[config.mk]
export PLATFORM = sky130hd
export DESIGN_NAME = sr_ff_bank_param
export DESIGN_NICKNAME = d
export VERILOG_FILES = /design/src/rtl/sr_ff_bank_param.sv
export SDC_FILE = /design/constraint.sdc
export NUM_CORES = 1
export LEC_CHECK = 0
export CORE_MARGIN = 2
export CORE_UTILIZATION = 45
export CTS_BUF_LIST = sky130_fd_sc_hd__clkbuf_2 sky130_fd_sc_hd__clkbuf_4 sky130_fd_sc_hd__clkbuf_8
export DETAILED_ROUTE_END_ITERATION = 10
export PLACE_DENSITY_LB_ADDON = 0.12
export REMOVE_ABC_BUFFERS = 1
export SLEW_MARGIN = 20
export SYNTH_ARGS = -nofsm -noshare
export SYNTH_HDL_FRONTEND = slang
export SYNTH_SLANG_ARGS = --single-unit
export TNS_END_PERCENT = 20
[constraint.sdc]
create_clock -name clk -period 1.9 [get_ports clk]
set_clock_uncertainty 0.15 [all_clocks]
set_input_delay 0.19 -clock clk [delete_from_list [all_inputs] [get_ports clk]]
set_output_delay 0.19 -clock clk [all_outputs]
set_load 0.01 [all_outputs]
[src/rtl/sr_ff_bank_param.sv]
// Bank of WIDTH posedge flip-flops with a shared SR/JK/D/T mode and per-bit enables.
// SR illegal inputs (S=R=1) resolve by INV_POLICY and are logged in sticky flags and a saturating counter.
module sr_ff_bank_param #(
  parameter int               WIDTH      = 8,
  parameter logic [WIDTH-1:0] RST_VAL    = '0,
  parameter int               INV_POLICY = 0,
  parameter int               CNT_W      = 4
) (
  input  logic             clk,
  input  logic             rst,
  input  logic [1:0]       mode,
  input  logic [WIDTH-1:0] en,
  input  logic [WIDTH-1:0] a,
  input  logic [WIDTH-1:0] b,
  input  logic             err_clr,
  output logic [WIDTH-1:0] q,
  output logic [WIDTH-1:0] qbar,
  output logic [WIDTH-1:0] err_flag,
  output logic [CNT_W-1:0] err_cnt,
  output logic             err_any
);

  localparam logic [1:0] MODE_SR = 2'b00;
  localparam logic [1:0] MODE_JK = 2'b01;
  localparam logic [1:0] MODE_D  = 2'b10;
  localparam logic [1:0] MODE_T  = 2'b11;

  // Out-of-range policies fall back to hold.
  localparam int INV_EFF = (INV_POLICY >= 0 && INV_POLICY <= 2) ? INV_POLICY : 0;

  localparam logic [CNT_W-1:0] CNT_ONE  = {{(CNT_W-1){1'b0}}, 1'b1};
  localparam logic [CNT_W-1:0] CNT_ZERO = '0;

  function automatic logic resolve_sr_illegal(input logic qv);
    logic r;
    case (INV_EFF)
      1:       r = 1'b1;
      2:       r = 1'b0;
      default: r = qv;
    endcase
    return r;
  endfunction

  function automatic logic next_bit(input logic [1:0] m, input logic qv,
                                    input logic av, input logic bv);
    logic r;
    r = qv;
    case (m)
      MODE_SR: begin
        case ({av, bv})
          2'b01:   r = 1'b0;
          2'b10:   r = 1'b1;
          2'b11:   r = resolve_sr_illegal(qv);
          default: r = qv;
        endcase
      end
      MODE_JK: begin
        case ({av, bv})
          2'b01:   r = 1'b0;
          2'b10:   r = 1'b1;
          2'b11:   r = ~qv;
          default: r = qv;
        endcase
      end
      MODE_D:  r = av;
      MODE_T:  r = av ? ~qv : qv;
      default: r = qv;
    endcase
    return r;
  endfunction

  function automatic logic [CNT_W-1:0] sat_inc(input logic [CNT_W-1:0] c);
    return (&c) ? c : c + CNT_ONE;
  endfunction

  logic [WIDTH-1:0] q_p1;
  logic [WIDTH-1:0] flag_p1;
  logic [CNT_W-1:0] cnt_p1;

  logic [WIDTH-1:0] nxt_q_p0;
  logic [WIDTH-1:0] illegal_p0;

  // Stage p0: per-channel next state and illegal-SR detection
  always_comb begin
    nxt_q_p0   = q_p1;
    illegal_p0 = '0;
    for (int i = 0; i < WIDTH; i++) begin
      if (en[i]) begin
        nxt_q_p0[i] = next_bit(mode, q_p1[i], a[i], b[i]);
      end
      illegal_p0[i] = (mode == MODE_SR) && en[i] && a[i] && b[i];
    end
  end

  // Stage p1: state, sticky flags and event counter; a same-cycle event beats err_clr
  always_ff @(posedge clk) begin
    if (rst) begin
      q_p1    <= RST_VAL;
      flag_p1 <= '0;
      cnt_p1  <= CNT_ZERO;
    end else begin
      q_p1 <= nxt_q_p0;
      if (err_clr) begin
        flag_p1 <= illegal_p0;
        cnt_p1  <= (|illegal_p0) ? CNT_ONE : CNT_ZERO;
      end else begin
        flag_p1 <= flag_p1 | illegal_p0;
        if (|illegal_p0) begin
          cnt_p1 <= sat_inc(cnt_p1);
        end
      end
    end
  end

  assign q        = q_p1;
  assign qbar     = ~q_p1;
  assign err_flag = flag_p1;
  assign err_cnt  = cnt_p1;
  assign err_any  = |flag_p1;

endmodule
==> summary.md, run 1 <==
| Metric | Value |
|---|---|
| Outcome | `completed` |
| Final Non-Filler Cells | `309` |
| Synth unique cells | `36` |
| Final setup viols | `0` |
| 1st-pass router iterations | `5` |
| Pin count of the biggest net entering global routing | `21` |
| Port bufs | `57` |
| Worst-Margin Slew | `0.5627 ns` |
| Routability cong. | `0.8466` |
| Cell Chain, Critical Path | `clkdlybuf4s50_1, buf_4, inv_2, nor2_2, a221o_1, nor2_1, a211oi_1` |
| Slew Viols, Final | `0` |
| Vias | `1749` |
| First-pass GRT wire length | `7.279 mm` |
| Vias in the first global route | `1637` |
| WHS Endpoint | `err_cnt[1]$_SDFFE_PP0P_` |
| Critical path's slowest cell | `clkdlybuf4s50_1` |
| Final core occ | `0.7660` |
| CP Launch Type | `primary input` |
| CTS tree | `built` |
| Yosys warning count | `0` |
| Critical Path Max Stage Delay | `0.59 ns` |
| Antenna Cells | `0` |
| FMAX | `0.5587 GHz` |
| Area contributors post-synth | `dfxtp_1 (27%), ha_1 (15%), inv_1 (6.2%)` |
| Final period utilization | `0.9420` |
| CP required | `1.97 ns` |
| Hold Path Stages | `2` |
| CTS Root Cell | `clkbuf_4` |
| Area after DPL | `0.002315 mm^2` |
| Reg2Reg Depth | `6` |
| MaxCap Viol Count | `0` |
| R2r setup slk | `0.47 ns` |
| Clock buffer depth | `2` |
| Dominant synthesized flop cell | `dfxtp_1` |
| CTS H-tree depth | `1` |
| Worst EP arrival | `1.86 ns` |
| Horiz. Die Dim | `61.84 um` |
| Die Area | `0.003824 mm^2` |
| Layout cell share with drive strength beyond 1 | `0.1623` |
| Synth Cell Area | `0.001505 mm^2` |
| I/O Pins | `58` |
| Worst rel slew slack | `0.6237` |
| FF-to-FF End | `err_cnt[0]$_SDFFE_PP0P_` |
| Initial core utilization | `0.4812` |
| WL/cell | `14.71 um` |
| Nets@finish | `313` |
| Hold crit path type | `reg -> reg` |
| Post-synth EDFFs | `0` |
| Routed vias/inst | `5.660` |
| Setup CP Type | `in -> reg` |
| Endpoint class of the critical path | `flop` |
| Final hold vios | `0` |
| Post-detail-place hpwl | `3.541 mm` |
| Crit Reg-Reg Startpoint | `err_cnt[0]$_SDFFE_PP0P_` |
| Clk slew on worst S/H paths | `0.13 ns` |
| GRT Util Overall | `0.2527` |
| Hold-fix buffers at CTS | `0` |
| Crit-path max FO | `19` |
| Initial DRC Count | `127` |
| Register area share after synthesis | `0.2660` |
| Synth async-reset ratio | `0` |
| Maximum vdd drop | `316.5 uV` |
| CTS Buf Count | `3` |
| Avg Cell Area, Syn | `8.270 um^2` |
| Post-route cell area | `0.002396 mm^2` |
| Die Span Y | `61.84 um` |
| Core Area | `0.003128 mm^2` |
| Placement Rows | `20` |
| Buffers & Inverters on Critical Path | `3` |
| Global route total overflow | `0` |
| Crit path time final | `1.790 ns` |
| Delay-heaviest family, CP | `buffers and inverters` |
| Postcts setup bufs | `0` |
| Hold_ws | `0.3552 ns` |
| Pwr/cell area | `514.4 mW/mm^2` |
| Routed WL | `4.546 mm` |
| Leak | `1.077 nW` |
| Post-synth top area share | `0.2660` |
| Placed Cells | `305` |
| RSZ-0062 raised after global routing | `yes` |
| Drt drc | `0` |
| Clock Sinks | `20` |
| Area Overhead vs Synth | `59.19%` |
| Mapped Cells | `182` |
| Largest area contributor in the netlist | `dfxtp_1` |
| Clock Latency Late Sink | `0.31 ns` |
| Resize count post-CTS | `0` |
| Number of synthesized register bits | `20` |
| Antenna violations before repair | `0` |
| Hold Crit Start | `err_cnt[1]$_SDFFE_PP0P_` |
| Total Power | `1.232 mW` |
| Final ANT Viol Nets | `0` |
[cells in the final DEF (no fill, tap or decap), types with 2 or more instances in the layout]
cell type	netlist	routed
nand2b_1	8	8
nand2_1	13	13
a31oi_1	2	2
and4_4	2	2
a222oi_1	2	2
clkdlybuf4s50_1	0	55
nor2_1	10	10
nand3_1	3	3
a21oi_1	9	9
ha_1	18	18
o221ai_1	5	5
o21ai_0	5	5
a221o_1	6	6
dfxtp_1	20	20
o22ai_1	2	2
a2111oi_2	0	2
inv_1	25	25
a21boi_1	2	2
nor4_2	0	2
o211a_1	7	7
dlymetal6s2s_1	0	2
o211ai_1	3	3
a211oi_1	6	6
nand4_1	10	10
o32a_1	3	3
clkbuf_4	0	3
buf_4	0	30
nor3_1	2	2
[registers in the layout, indices dropped and copies added (netlist names)]
register / count
err_flag: 8
err_cnt: 4
q: 8
[layer usage]
layer	GRT usage	vias up	routed length (um)
met2	0.4451	80	2236
met1	0.3147	816	1956
met5	0	-	0
li1	-	847	-
met3	0.03934	6	306
met4	0.08207	0	46
[Yosys cell counts, types with 2 or more instances]
| cell | count |
|---|---|
| nand3_1 | 3 |
| nand2_1 | 13 |
| nor2_1 | 10 |
| o21ai_0 | 5 |
| inv_1 | 25 |
| a222oi_1 | 2 |
| a21oi_1 | 9 |
| a221o_1 | 6 |
| o32a_1 | 3 |
| and4_4 | 2 |
| o221ai_1 | 5 |
| nor3_1 | 2 |
| nand2b_1 | 8 |
| o22ai_1 | 2 |
| clkbuf_1 | 3 |
| a211oi_1 | 6 |
| a31oi_1 | 2 |
| nor4_1 | 2 |
| dfxtp_1 | 20 |
| o211ai_1 | 3 |
| a21boi_1 | 2 |
| o211a_1 | 7 |
| ha_1 | 18 |
| buf_2 | 3 |
| nand4_1 | 10 |
[metrics by stage]
step / TNS, ns / setup WS [ns]
after floorplan: 0 / 0.4769
after global placement: -1.337 / -0.2077
after detailed placement: -1.886 / -0.2966
after CTS: 0 / 0.04025
after global routing: -0.01800 / -0.01800
final: 0 / 0.1101
[worst reg2reg max path: cells and delay by family, from the launching register on]
kind	cells	cell delay (ns)
flops	1	0.40
compound gates	3	0.36
simple gates	2	0.17
fa+ha+maj	1	0.24
[worst max path at each step]
stage | start | end | slack (ns) | depth (start not counted)
3_3_place_gp | mode[1] | err_cnt[3]$_SDFFE_PP0P_ | -0.21 | 6
3_5_place_dp | mode[1] | err_cnt[3]$_SDFFE_PP0P_ | -0.30 | 6
2_1_floorplan | mode[1] | err_cnt[3]$_SDFFE_PP0P_ | 0.48 | 5
6_report | mode[1] | q[5]$_SDFFE_PP0P_ | 0.11 | 7
4_1_cts | mode[1] | err_cnt[3]$_SDFFE_PP0P_ | 0.04 | 6
5_1_grt | mode[1] | q[4]$_SDFFE_PP0P_ | -0.02 | 7
[cells by family (layout without fill, tap and decap cells)]
kind of cell	Yosys count	count (layout)	share of synthesized area
AOI/OAI and AO/OA	57	57	0.2959
and+or+nand+nor	52	52	0.1895
buffers and inverters	34	117	0.09226
DFF	20	20	0.2660
adders and majority gates	18	18	0.1496
muxes	1	1	0.006650
[where the power goes]
group | switching, mW | internal (mW)
clock | 0.148 | 0.213
combinational | 0.185 | 0.230
sequential | 0.0157 | 0.440
[final cells by class]
| cell class | count | area (um^2) |
|---|---|---|
| well taps | 44 | 55.05 |
| clock buffers | 3 | 22.52 |
| repair buffers | 87 | 800.8 |
| multi-input cells | 128 | 989.7 |
| fillers | 248 | 732.0 |
| flip-flops and latches | 20 | 400.4 |
| clock inverters | 1 | 30.03 |
| inverters | 26 | 97.59 |
(Power assumes the default switching activity.)
==> run 2: changes to the inputs <==
Settings changed: RECOVER_POWER set to 100.
==> results of run 2 <==
The final DEF is identical to that of run 1; final timing and power are the same.
==> run 3: changes to the inputs <==
Settings changed: RECOVER_POWER 100 to 25.
==> results of run 3 <==
The final DEF is identical to that of run 1; final timing and power are the same.
